## config.mk

```make
export PLATFORM = sky130hd
export DESIGN_NAME = adbg_wb_cmd_tx_flat
export DESIGN_NICKNAME = d
export VERILOG_FILES = /design/src/rtl/adbg_wb_pkg.sv /design/src/rtl/adbg_wb_cmd_tx_if.sv /design/src/rtl/adbg_crc32_serial.sv /design/src/rtl/adbg_wb_cmd_tx.sv /design/src/flat_wrapper.sv
export SDC_FILE = /design/constraint.sdc
export NUM_CORES = 1
export LEC_CHECK = 0
export BUFFER_PORTS_ARGS = -buffer_cell sky130_fd_sc_hd__buf_2
export CAP_MARGIN = 0
export CORE_MARGIN = 2
export CORE_UTILIZATION = 40
export DETAILED_ROUTE_END_ITERATION = 10
export GPL_TIMING_DRIVEN = 0
export SLEW_MARGIN = 10
export SYNTH_ARGS = -nofsm -noshare
export SYNTH_HDL_FRONTEND = slang
export SYNTH_SLANG_ARGS = --single-unit
```

## constraint.sdc

```tcl
create_clock -name tck_i -period 3.9 [get_ports tck_i]
set_input_delay 0.39 -clock tck_i [delete_from_list [all_inputs] [get_ports tck_i]]
set_output_delay 0.39 -clock tck_i [all_outputs]
set_load 0.01 [all_outputs]
```

## src/rtl/adbg_wb_pkg.sv

```systemverilog
// Shared definitions for the WB debug serial DR protocol: opcodes, frame layout,
// initiator state encoding and opcode-derived helpers.
package adbg_wb_pkg;

    localparam int FRAME_LEN = 53;
    localparam int CNT_LSB   = 0;
    localparam int ADR_LSB   = 16;
    localparam int OP_LSB    = 48;
    localparam int SEL_BIT   = 52;

    localparam logic [3:0] OP_NOP      = 4'h0;
    localparam logic [3:0] OP_BWRITE8  = 4'h1;
    localparam logic [3:0] OP_BWRITE16 = 4'h2;
    localparam logic [3:0] OP_BWRITE32 = 4'h3;
    localparam logic [3:0] OP_BWRITE64 = 4'h4;
    localparam logic [3:0] OP_BREAD8   = 4'h5;
    localparam logic [3:0] OP_BREAD16  = 4'h6;
    localparam logic [3:0] OP_BREAD32  = 4'h7;
    localparam logic [3:0] OP_BREAD64  = 4'h8;
    localparam logic [3:0] OP_IREG_WR  = 4'h9;
    localparam logic [3:0] OP_IREG_SEL = 4'hD;

    typedef enum logic [3:0] {
        S_IDLE, S_ERR, S_HDR, S_WDATA, S_WCRC, S_WSTAT,
        S_RSTART, S_RDATA, S_RCRC, S_DONE
    } state_t;

    function automatic logic is_write(input logic [3:0] op);
        return op inside {OP_BWRITE8, OP_BWRITE16, OP_BWRITE32, OP_BWRITE64};
    endfunction

    function automatic logic is_read(input logic [3:0] op);
        return op inside {OP_BREAD8, OP_BREAD16, OP_BREAD32, OP_BREAD64};
    endfunction

    function automatic logic is_legal(input logic [3:0] op);
        return op inside {OP_NOP, OP_IREG_WR, OP_IREG_SEL} || is_write(op) || is_read(op);
    endfunction

    // Index of the last bit of a payload word (word width - 1).
    function automatic logic [5:0] word_last_bit(input logic [3:0] op);
        case (op)
            OP_BWRITE8,  OP_BREAD8:  return 6'd7;
            OP_BWRITE16, OP_BREAD16: return 6'd15;
            OP_BWRITE32, OP_BREAD32: return 6'd31;
            default:                 return 6'd63;
        endcase
    endfunction

    function automatic logic [FRAME_LEN-1:0] make_frame(input logic [3:0] op,
                                                        input logic [31:0] adr,
                                                        input logic [15:0] cnt);
        logic [FRAME_LEN-1:0] f;
        f                = '0;
        f[CNT_LSB +: 16] = cnt;
        f[ADR_LSB +: 32] = adr;
        f[OP_LSB +: 4]   = op;
        f[SEL_BIT]       = 1'b0;
        return f;
    endfunction

endpackage

```

## src/rtl/adbg_wb_cmd_tx_if.sv

```systemverilog
// Command, payload and DR-serial signals of the WB debug command initiator.
interface adbg_wb_cmd_tx_if #(parameter int ADR_W = 32);
    import adbg_wb_pkg::*;

    // cmd and wr channels: a transfer happens on a clock edge where valid and ready
    // are both high; valid may not depend on ready, ready may depend on valid.
    logic             cmd_valid_i;
    logic             cmd_ready_o;
    logic [3:0]       cmd_op_i;
    logic [ADR_W-1:0] cmd_adr_i;
    logic [15:0]      cmd_cnt_i;
    logic [63:0]      wr_data_i;
    logic             wr_valid_i;
    logic             wr_ready_o;
    logic [63:0]      rd_data_o;
    logic             rd_valid_o;
    logic             tdi_o;
    logic             shift_o;
    logic             tdo_i;
    logic             done_o;
    logic             status_o;
    logic             err_o;
    state_t           dbg_state;

    modport slave (
        input  cmd_valid_i, cmd_op_i, cmd_adr_i, cmd_cnt_i, wr_data_i, wr_valid_i, tdo_i,
        output cmd_ready_o, wr_ready_o, rd_data_o, rd_valid_o, tdi_o, shift_o,
               done_o, status_o, err_o, dbg_state
    );

    modport master (
        output cmd_valid_i, cmd_op_i, cmd_adr_i, cmd_cnt_i, wr_data_i, wr_valid_i, tdo_i,
        input  cmd_ready_o, wr_ready_o, rd_data_o, rd_valid_o, tdi_o, shift_o,
               done_o, status_o, err_o, dbg_state
    );

endinterface

```

## src/rtl/adbg_crc32_serial.sv

```systemverilog
// Bit-serial reflected CRC-32 (poly 0xEDB88320, init all ones, no final inversion).
module adbg_crc32_serial (
    input  logic        clk_i,
    input  logic        rst_i,
    input  logic        clr_i,
    input  logic        en_i,
    input  logic        din_i,
    output logic [31:0] crc_o
);
    localparam logic [31:0] POLY = 32'hEDB88320;

    logic [31:0] r_crc;
    logic        w_fb;

    assign w_fb  = r_crc[0] ^ din_i;
    assign crc_o = r_crc;

    always_ff @(posedge clk_i) begin
        if (rst_i || clr_i) begin
            r_crc <= 32'hFFFF_FFFF;
        end else if (en_i) begin
            r_crc <= (r_crc >> 1) ^ (w_fb ? POLY : 32'h0);
        end
    end

endmodule

```

## src/rtl/adbg_wb_cmd_tx.sv

```systemverilog
// Host-side initiator: shifts the 53-bit command frame out on TDI, then streams
// write payload + CRC or collects read payload and checks its CRC.
module adbg_wb_cmd_tx
    import adbg_wb_pkg::*;
#(
    parameter int ADR_W   = 32,
    parameter int TIMEOUT = 1024
) (
    input  logic             tck_i,
    input  logic             rst_i,
    adbg_wb_cmd_tx_if.slave  bus
);
    state_t      r_state, w_next;
    logic [3:0]  r_op;
    logic [5:0]  r_bit;
    logic [15:0] r_wcnt;
    logic [10:0] r_tmo;
    logic [63:0] r_sr;
    logic [63:0] r_rd;
    logic        r_rd_valid;
    logic        r_status;

    logic        w_ready, w_accept, w_word_end;
    logic        w_shift, w_tdi, w_wr_ready, w_crc_en, w_crc_din;
    logic [31:0] w_crc;

    assign w_ready    = (r_state == S_IDLE) || (r_state == S_DONE);
    assign w_accept   = bus.cmd_valid_i && w_ready;
    assign w_word_end = (r_bit == word_last_bit(r_op));

    adbg_crc32_serial u_crc (
        .clk_i (tck_i),
        .rst_i (rst_i),
        .clr_i (w_accept),
        .en_i  (w_crc_en),
        .din_i (w_crc_din),
        .crc_o (w_crc)
    );

    always_comb begin
        w_next     = r_state;
        w_shift    = 1'b0;
        w_tdi      = 1'b0;
        w_wr_ready = 1'b0;
        w_crc_en   = 1'b0;
        w_crc_din  = 1'b0;
        case (r_state)
            S_IDLE, S_DONE: begin
                w_next = S_IDLE;
                if (w_accept) begin
                    if (!is_legal(bus.cmd_op_i) ||
                        ((is_write(bus.cmd_op_i) || is_read(bus.cmd_op_i)) && bus.cmd_cnt_i == 16'd0))
                        w_next = S_ERR;
                    else
                        w_next = S_HDR;
                end
            end
            S_ERR: w_next = S_IDLE;
            S_HDR: begin
                w_shift = 1'b1;
                w_tdi   = r_sr[0];
                if (r_bit == 6'(FRAME_LEN - 1))
                    w_next = is_write(r_op) ? S_WDATA : (is_read(r_op) ? S_RSTART : S_DONE);
            end
            S_WDATA: begin
                // A new word starts only when one is offered; otherwise the DR stalls.
                if (r_bit != 6'd0 || bus.wr_valid_i) begin
                    w_shift    = 1'b1;
                    w_tdi      = (r_bit == 6'd0) ? bus.wr_data_i[0] : r_sr[0];
                    w_wr_ready = (r_bit == 6'd0);
                    w_crc_en   = 1'b1;
                    w_crc_din  = w_tdi;
                    if (w_word_end && r_wcnt == 16'd1) w_next = S_WCRC;
                end
            end
            S_WCRC: begin
                w_shift = 1'b1;
                w_tdi   = w_crc[r_bit[4:0]];
                if (r_bit == 6'd31) w_next = S_WSTAT;
            end
            S_WSTAT: begin
                w_shift = 1'b1;
                w_next  = S_DONE;
            end
            S_RSTART: begin
                w_shift = 1'b1;
                if (bus.tdo_i) w_next = S_RDATA;
                else if (r_tmo == 11'(TIMEOUT - 1)) w_next = S_ERR;
            end
            S_RDATA: begin
                w_shift   = 1'b1;
                w_crc_en  = 1'b1;
                w_crc_din = bus.tdo_i;
                if (w_word_end && r_wcnt == 16'd1) w_next = S_RCRC;
            end
            S_RCRC: begin
                w_shift = 1'b1;
                if (r_bit == 6'd31) w_next = S_DONE;
            end
            default: w_next = S_IDLE;
        endcase
    end

    always_ff @(posedge tck_i) begin
        if (rst_i) begin
            r_state    <= S_IDLE;
            r_op       <= 4'h0;
            r_bit      <= 6'd0;
            r_wcnt     <= 16'd0;
            r_tmo      <= 11'd0;
            r_sr       <= 64'd0;
            r_rd       <= 64'd0;
            r_rd_valid <= 1'b0;
            r_status   <= 1'b0;
        end else begin
            r_state    <= w_next;
            r_rd_valid <= 1'b0;
            case (r_state)
                S_IDLE, S_DONE: begin
                    if (w_accept) begin
                        r_op   <= bus.cmd_op_i;
                        r_sr   <= 64'(make_frame(bus.cmd_op_i, bus.cmd_adr_i[ADR_W-1:0], bus.cmd_cnt_i));
                        r_wcnt <= bus.cmd_cnt_i;
                        r_bit  <= 6'd0;
                    end
                end
                S_HDR: begin
                    r_sr  <= r_sr >> 1;
                    r_bit <= (r_bit == 6'(FRAME_LEN - 1)) ? 6'd0 : r_bit + 6'd1;
                    r_tmo <= 11'd0;
                end
                S_WDATA: begin
                    if (w_shift) begin
                        r_sr <= (r_bit == 6'd0) ? (bus.wr_data_i >> 1) : (r_sr >> 1);
                        if (w_word_end) begin
                            r_bit  <= 6'd0;
                            r_wcnt <= r_wcnt - 16'd1;
                        end else begin
                            r_bit <= r_bit + 6'd1;
                        end
                    end
                end
                S_WCRC:  r_bit <= (r_bit == 6'd31) ? 6'd0 : r_bit + 6'd1;
                S_WSTAT: r_status <= bus.tdo_i;
                S_RSTART: begin
                    r_tmo <= r_tmo + 11'd1;
                    if (w_next == S_ERR) r_status <= 1'b0;
                end
                S_RDATA: begin
                    r_rd <= (r_bit == 6'd0) ? {63'd0, bus.tdo_i} : (r_rd | (64'(bus.tdo_i) << r_bit));
                    if (w_word_end) begin
                        r_rd_valid <= 1'b1;
                        r_bit      <= 6'd0;
                        r_wcnt     <= r_wcnt - 16'd1;
                    end else begin
                        r_bit <= r_bit + 6'd1;
                    end
                end
                S_RCRC: begin
                    // Received CRC enters at the top and walks down; bit 31 arrives last.
                    r_sr  <= {bus.tdo_i, r_sr[63:1]};
                    r_bit <= (r_bit == 6'd31) ? 6'd0 : r_bit + 6'd1;
                    if (r_bit == 6'd31) r_status <= ({bus.tdo_i, r_sr[63:33]} == w_crc);
                end
                default: ;
            endcase
        end
    end

    assign bus.cmd_ready_o = w_ready;
    assign bus.wr_ready_o  = w_wr_ready;
    assign bus.rd_data_o   = r_rd;
    assign bus.rd_valid_o  = r_rd_valid;
    assign bus.tdi_o       = w_tdi;
    assign bus.shift_o     = w_shift;
    assign bus.done_o      = (r_state == S_DONE);
    assign bus.err_o       = (r_state == S_ERR);
    assign bus.status_o    = r_status;
    assign bus.dbg_state   = r_state;

endmodule

```

## src/flat_wrapper.sv

```systemverilog
// flat-port wrapper written by rule: the top's interface ports become plain ports
module adbg_wb_cmd_tx_flat import adbg_wb_pkg::*;
#(
    parameter int ADR_W   = 32,
    parameter int TIMEOUT = 1024
)
  (tck_i, rst_i, bus_cmd_valid_i, bus_cmd_op_i, bus_cmd_adr_i, bus_cmd_cnt_i, bus_wr_data_i, bus_wr_valid_i, bus_tdo_i, bus_cmd_ready_o, bus_wr_ready_o, bus_rd_data_o, bus_rd_valid_o, bus_tdi_o, bus_shift_o, bus_done_o, bus_status_o, bus_err_o, bus_dbg_state);
  adbg_wb_cmd_tx_if #(.ADR_W(ADR_W)) bus_i ();
  input  logic tck_i;
  input  logic rst_i;
  input wire logic [$bits(bus_i.cmd_valid_i)-1:0] bus_cmd_valid_i;
  input wire logic [$bits(bus_i.cmd_op_i)-1:0] bus_cmd_op_i;
  input wire logic [$bits(bus_i.cmd_adr_i)-1:0] bus_cmd_adr_i;
  input wire logic [$bits(bus_i.cmd_cnt_i)-1:0] bus_cmd_cnt_i;
  input wire logic [$bits(bus_i.wr_data_i)-1:0] bus_wr_data_i;
  input wire logic [$bits(bus_i.wr_valid_i)-1:0] bus_wr_valid_i;
  input wire logic [$bits(bus_i.tdo_i)-1:0] bus_tdo_i;
  output wire logic [$bits(bus_i.cmd_ready_o)-1:0] bus_cmd_ready_o;
  output wire logic [$bits(bus_i.wr_ready_o)-1:0] bus_wr_ready_o;
  output wire logic [$bits(bus_i.rd_data_o)-1:0] bus_rd_data_o;
  output wire logic [$bits(bus_i.rd_valid_o)-1:0] bus_rd_valid_o;
  output wire logic [$bits(bus_i.tdi_o)-1:0] bus_tdi_o;
  output wire logic [$bits(bus_i.shift_o)-1:0] bus_shift_o;
  output wire logic [$bits(bus_i.done_o)-1:0] bus_done_o;
  output wire logic [$bits(bus_i.status_o)-1:0] bus_status_o;
  output wire logic [$bits(bus_i.err_o)-1:0] bus_err_o;
  output wire logic [$bits(bus_i.dbg_state)-1:0] bus_dbg_state;
  assign bus_i.cmd_valid_i = bus_cmd_valid_i;
  assign bus_i.cmd_op_i = bus_cmd_op_i;
  assign bus_i.cmd_adr_i = bus_cmd_adr_i;
  assign bus_i.cmd_cnt_i = bus_cmd_cnt_i;
  assign bus_i.wr_data_i = bus_wr_data_i;
  assign bus_i.wr_valid_i = bus_wr_valid_i;
  assign bus_i.tdo_i = bus_tdo_i;
  assign bus_cmd_ready_o = bus_i.cmd_ready_o;
  assign bus_wr_ready_o = bus_i.wr_ready_o;
  assign bus_rd_data_o = bus_i.rd_data_o;
  assign bus_rd_valid_o = bus_i.rd_valid_o;
  assign bus_tdi_o = bus_i.tdi_o;
  assign bus_shift_o = bus_i.shift_o;
  assign bus_done_o = bus_i.done_o;
  assign bus_status_o = bus_i.status_o;
  assign bus_err_o = bus_i.err_o;
  assign bus_dbg_state = bus_i.dbg_state;
  adbg_wb_cmd_tx #(.ADR_W(ADR_W), .TIMEOUT(TIMEOUT)) u_core (.tck_i(tck_i), .rst_i(rst_i), .bus(bus_i));
endmodule
```

==> flow_summary.toml <==
[outcome]
outcome = "complete, no violations"

[floorplanning]
dieArea_sq_mm = 0.0258
fp.dieH_microns = 161
io_pins = 197
die_w_microns = 161
initial_core_util = 0.405
core_area_sq_mm = 0.0242
core.rowCount = 57

[synth]
syn_nets = 1280
yosys_warnings = 0
syn_area_per_cell_sq_um = 8.49
synth_seq_cells = 203
synth.top_cell.area_share = 0.415
synth.area.top_cells = "dfxtp_1 (41%), nor2_1 (6.5%), a21oi_1 (5.7%)"
synth_edf_count = 0
synthArstFlopShare = 0
synth.most_common_cell = "dfxtp_1"
synth_area_sq_mm = 0.00980
synth_commonest_cells = "dfxtp_1 (203), nor2_1 (169), a21oi_1 (112), nand2_1 (109), a211oi_1 (48)"
synth-main-ff-cell = "dfxtp_1"
yosysTopAreaCell = "dfxtp_1"
ys_types = 84
syn_inst = 1154
ys_seq_area_frac = 0.415

[setup_path]
crit_type = "reg -> out"
r2r_cells = 10
cp_max_fo = 15
cp-start-kind = "flop"
worst_setup_path_end_kind = "primary output"
cp.required_ps = 3510
rrSetupSlack_ps = 760
cp_data_arrival_time_ps = 3190

[pwr]
p_per_area_mw_per_mm2 = 451
power.total_mw = 5.41
power_leakage_nw = 4.68
ir_worst_vdd_mv = 0.317

[clock_network]
clk_pin_slew_ps = 60
cts_tree = "yes"
h-tree-depth = 1
cts.path.max_buffers = 3
post_cts_buffers = 0
cts_sinks = 203
cts_made_buffers = 24
cts_root_buffer = "clkbuf_16"
worstSkewPairLatency_ps = 530

[detailed_routing]
vias_per_cell = 5.82
first_pass_iters = 10
vias = 10012
drc = 0
ant_nets = 0
routedWlPerCell_microns = 19.6
drt_iter0_drc = 1342
finalWirelength_microns = 33700

[sta]
slew_violations = 0
clock_skew_ps = 22.5
setup_tns_ps = 0
tightest_slew_ps = 725
hold_viol = 0
fin_crit_sh = 0.918
rsz0062_at_grt = "no"
relSlewSlack = 0.516
min_period_ps = 3580
max_freq_mhz = 279
setup_viol = 0

[hold_path]
whs_path_depth = 3
hp-class = "in -> reg"

[place]
portBuffers = 196
place_congestion = 0.910
dpl.hpwl_microns = 24800

[global_routing]
track_usage = 0.252
grt-ovfl-total = 0
grt_pass1_vias = 9267
antenna_found_initial = 3
grt_first_pass_wirelength_microns = 52100
grt_start_max_net_pins = 16

[layout]
utilization = 0.496
ff_latch_area_sq_mm = 0.00406
fillCellCount = 2386
multi_input_area_sq_mm = 0.00529
syn2layout_area_growth_pct = 22.3
nets = 1501
drive_above_1_share = 0.225

[job]
timing.max_cap.violations = 0
-- final timing paths --
kind                            startpoint                  endpoint
hold / removal           bus_wr_data_i[55]           u_core.r_sr[54]
setup reg to reg           u_core.r_bit[0]     u_core.u_crc.crc_o[8]
setup / recovery           u_core.r_bit[0]                 bus_tdi_o
hold reg to reg   u_core.bus.rd_data_o[43]  u_core.bus.rd_data_o[43]
-- area by class of cell --
| cell class | instances | share of cell area |
|---|---|---|
| Antenna cell | 4 | 0.000835 |
| Buffer | 89 | 0.0330 |
| Clock buffer | 34 | 0.0574 |
| Clock inverter | 8 | 0.00866 |
| Inverter | 14 | 0.00438 |
| Multi-Input combinational cell | 847 | 0.441 |
| Sequential cell | 203 | 0.339 |
| Tap cell | 324 | 0.0338 |
| Timing Repair Buffer | 196 | 0.0818 |
-- power by group --
part	internal (mW)	total, mW	switching (mW)
clock	1.36	2.25	0.896
combinational	0.328	0.867	0.539
sequential	2.19	2.29	0.102
-- registers in the layout (all words and copies together) (netlist names) --
register               cells
u_core.r_tmo              11
u_core.bus.status_o        1
u_core.r_sr               64
u_core.r_op                4
u_core.bus.rd_data_o      64
u_core.r_bit               6
u_core.bus.rd_valid_o      1
u_core.r_wcnt             16
u_core.bus.dbg_state       4
u_core.u_crc.crc_o        32
-- metrics by stage --
step	setup WS [ps]	instances	hold slack, ps	instance area, sq um
after floorplan	1190	1154	444	9800
after global placement	457	1674	443	11200
after detailed placement	411	1674	450	11200
after CTS	222	1715	141	12000
after global routing	48.3	1716	146	12000
final	319	1719	159	12000
-- repair_timing --
action                                  4_1_cts  5_1_grt
endpoints found under the setup margin        1        1
resized for setup                             0        1
hold endpoints to repair                      0        0
hold buffers                                  0        0
-- cell usage in the layout, fill, tap and decap left out, types with 4 or more instances in the layout --
cell       synthesis  final
a211oi_1          48     48
a21oi_1          112    112
a221o_1            6      6
a222oi_1          46     46
a22oi_1           12     12
a31oi_1            9      9
and2_1             9      9
buf_1              6      5
buf_2             33    229
clkbuf_1          47     52
clkbuf_16          0     24
clkbuf_8           0      5
clkinv_2           0      4
dfxtp_1          203    203
diode_2            0      4
ha_1               5      5
inv_1             14     14
mux4_2             8      8
nand2_1          109    109
nand2b_1          10     10
nand3_1           37     37
nand4_1           11     11
nor2_1           169    169
nor2b_1            7      7
nor3_1            26     26
nor3b_1            5      5
nor4_1            10     10
o211ai_1          13     13
o21ai_0           24     24
o21ai_1            5      5
o221a_2           13     13
o22ai_1            4      4
o2bb2ai_1         12     12
or3_1             22     22
xnor2_1           32     32
xor2_1            11     11
-- cells by family after synthesis --
logic type	synth area share
multiplexers	0.0204
buffers and inverters	0.0461
XOR/XNOR	0.0384
AO/OA/AOI/OAI	0.259
flip-flops	0.415
adder cells (fa/ha/maj)	0.00639
AND/OR/NAND/NOR	0.214
-- worst max-delay path: stages (launching register included) --
cell      delay, ps
dfxtp_1         310
buf_2           250
inv_1           220
ha_1            170
clkbuf_2        220
nand2_1         190
nor2_4          270
buf_2           300
buf_2           300
a31oi_1         140
nand2_1         130
buf_2           150
-- routing by layer --
layer  part of all wire  wire length, microns  GRT usage  vias to the layer above
met5                  0                     0          0                        -
met4              0.029                   973     0.0737                        0
met3              0.084                  2850     0.0488                       69
met2               0.44                 14800      0.397                      436
met1               0.45                 15000      0.352                     4764
li1                   -                     -          -                     4743
Note: power is estimated with default switching activity, not from simulation.
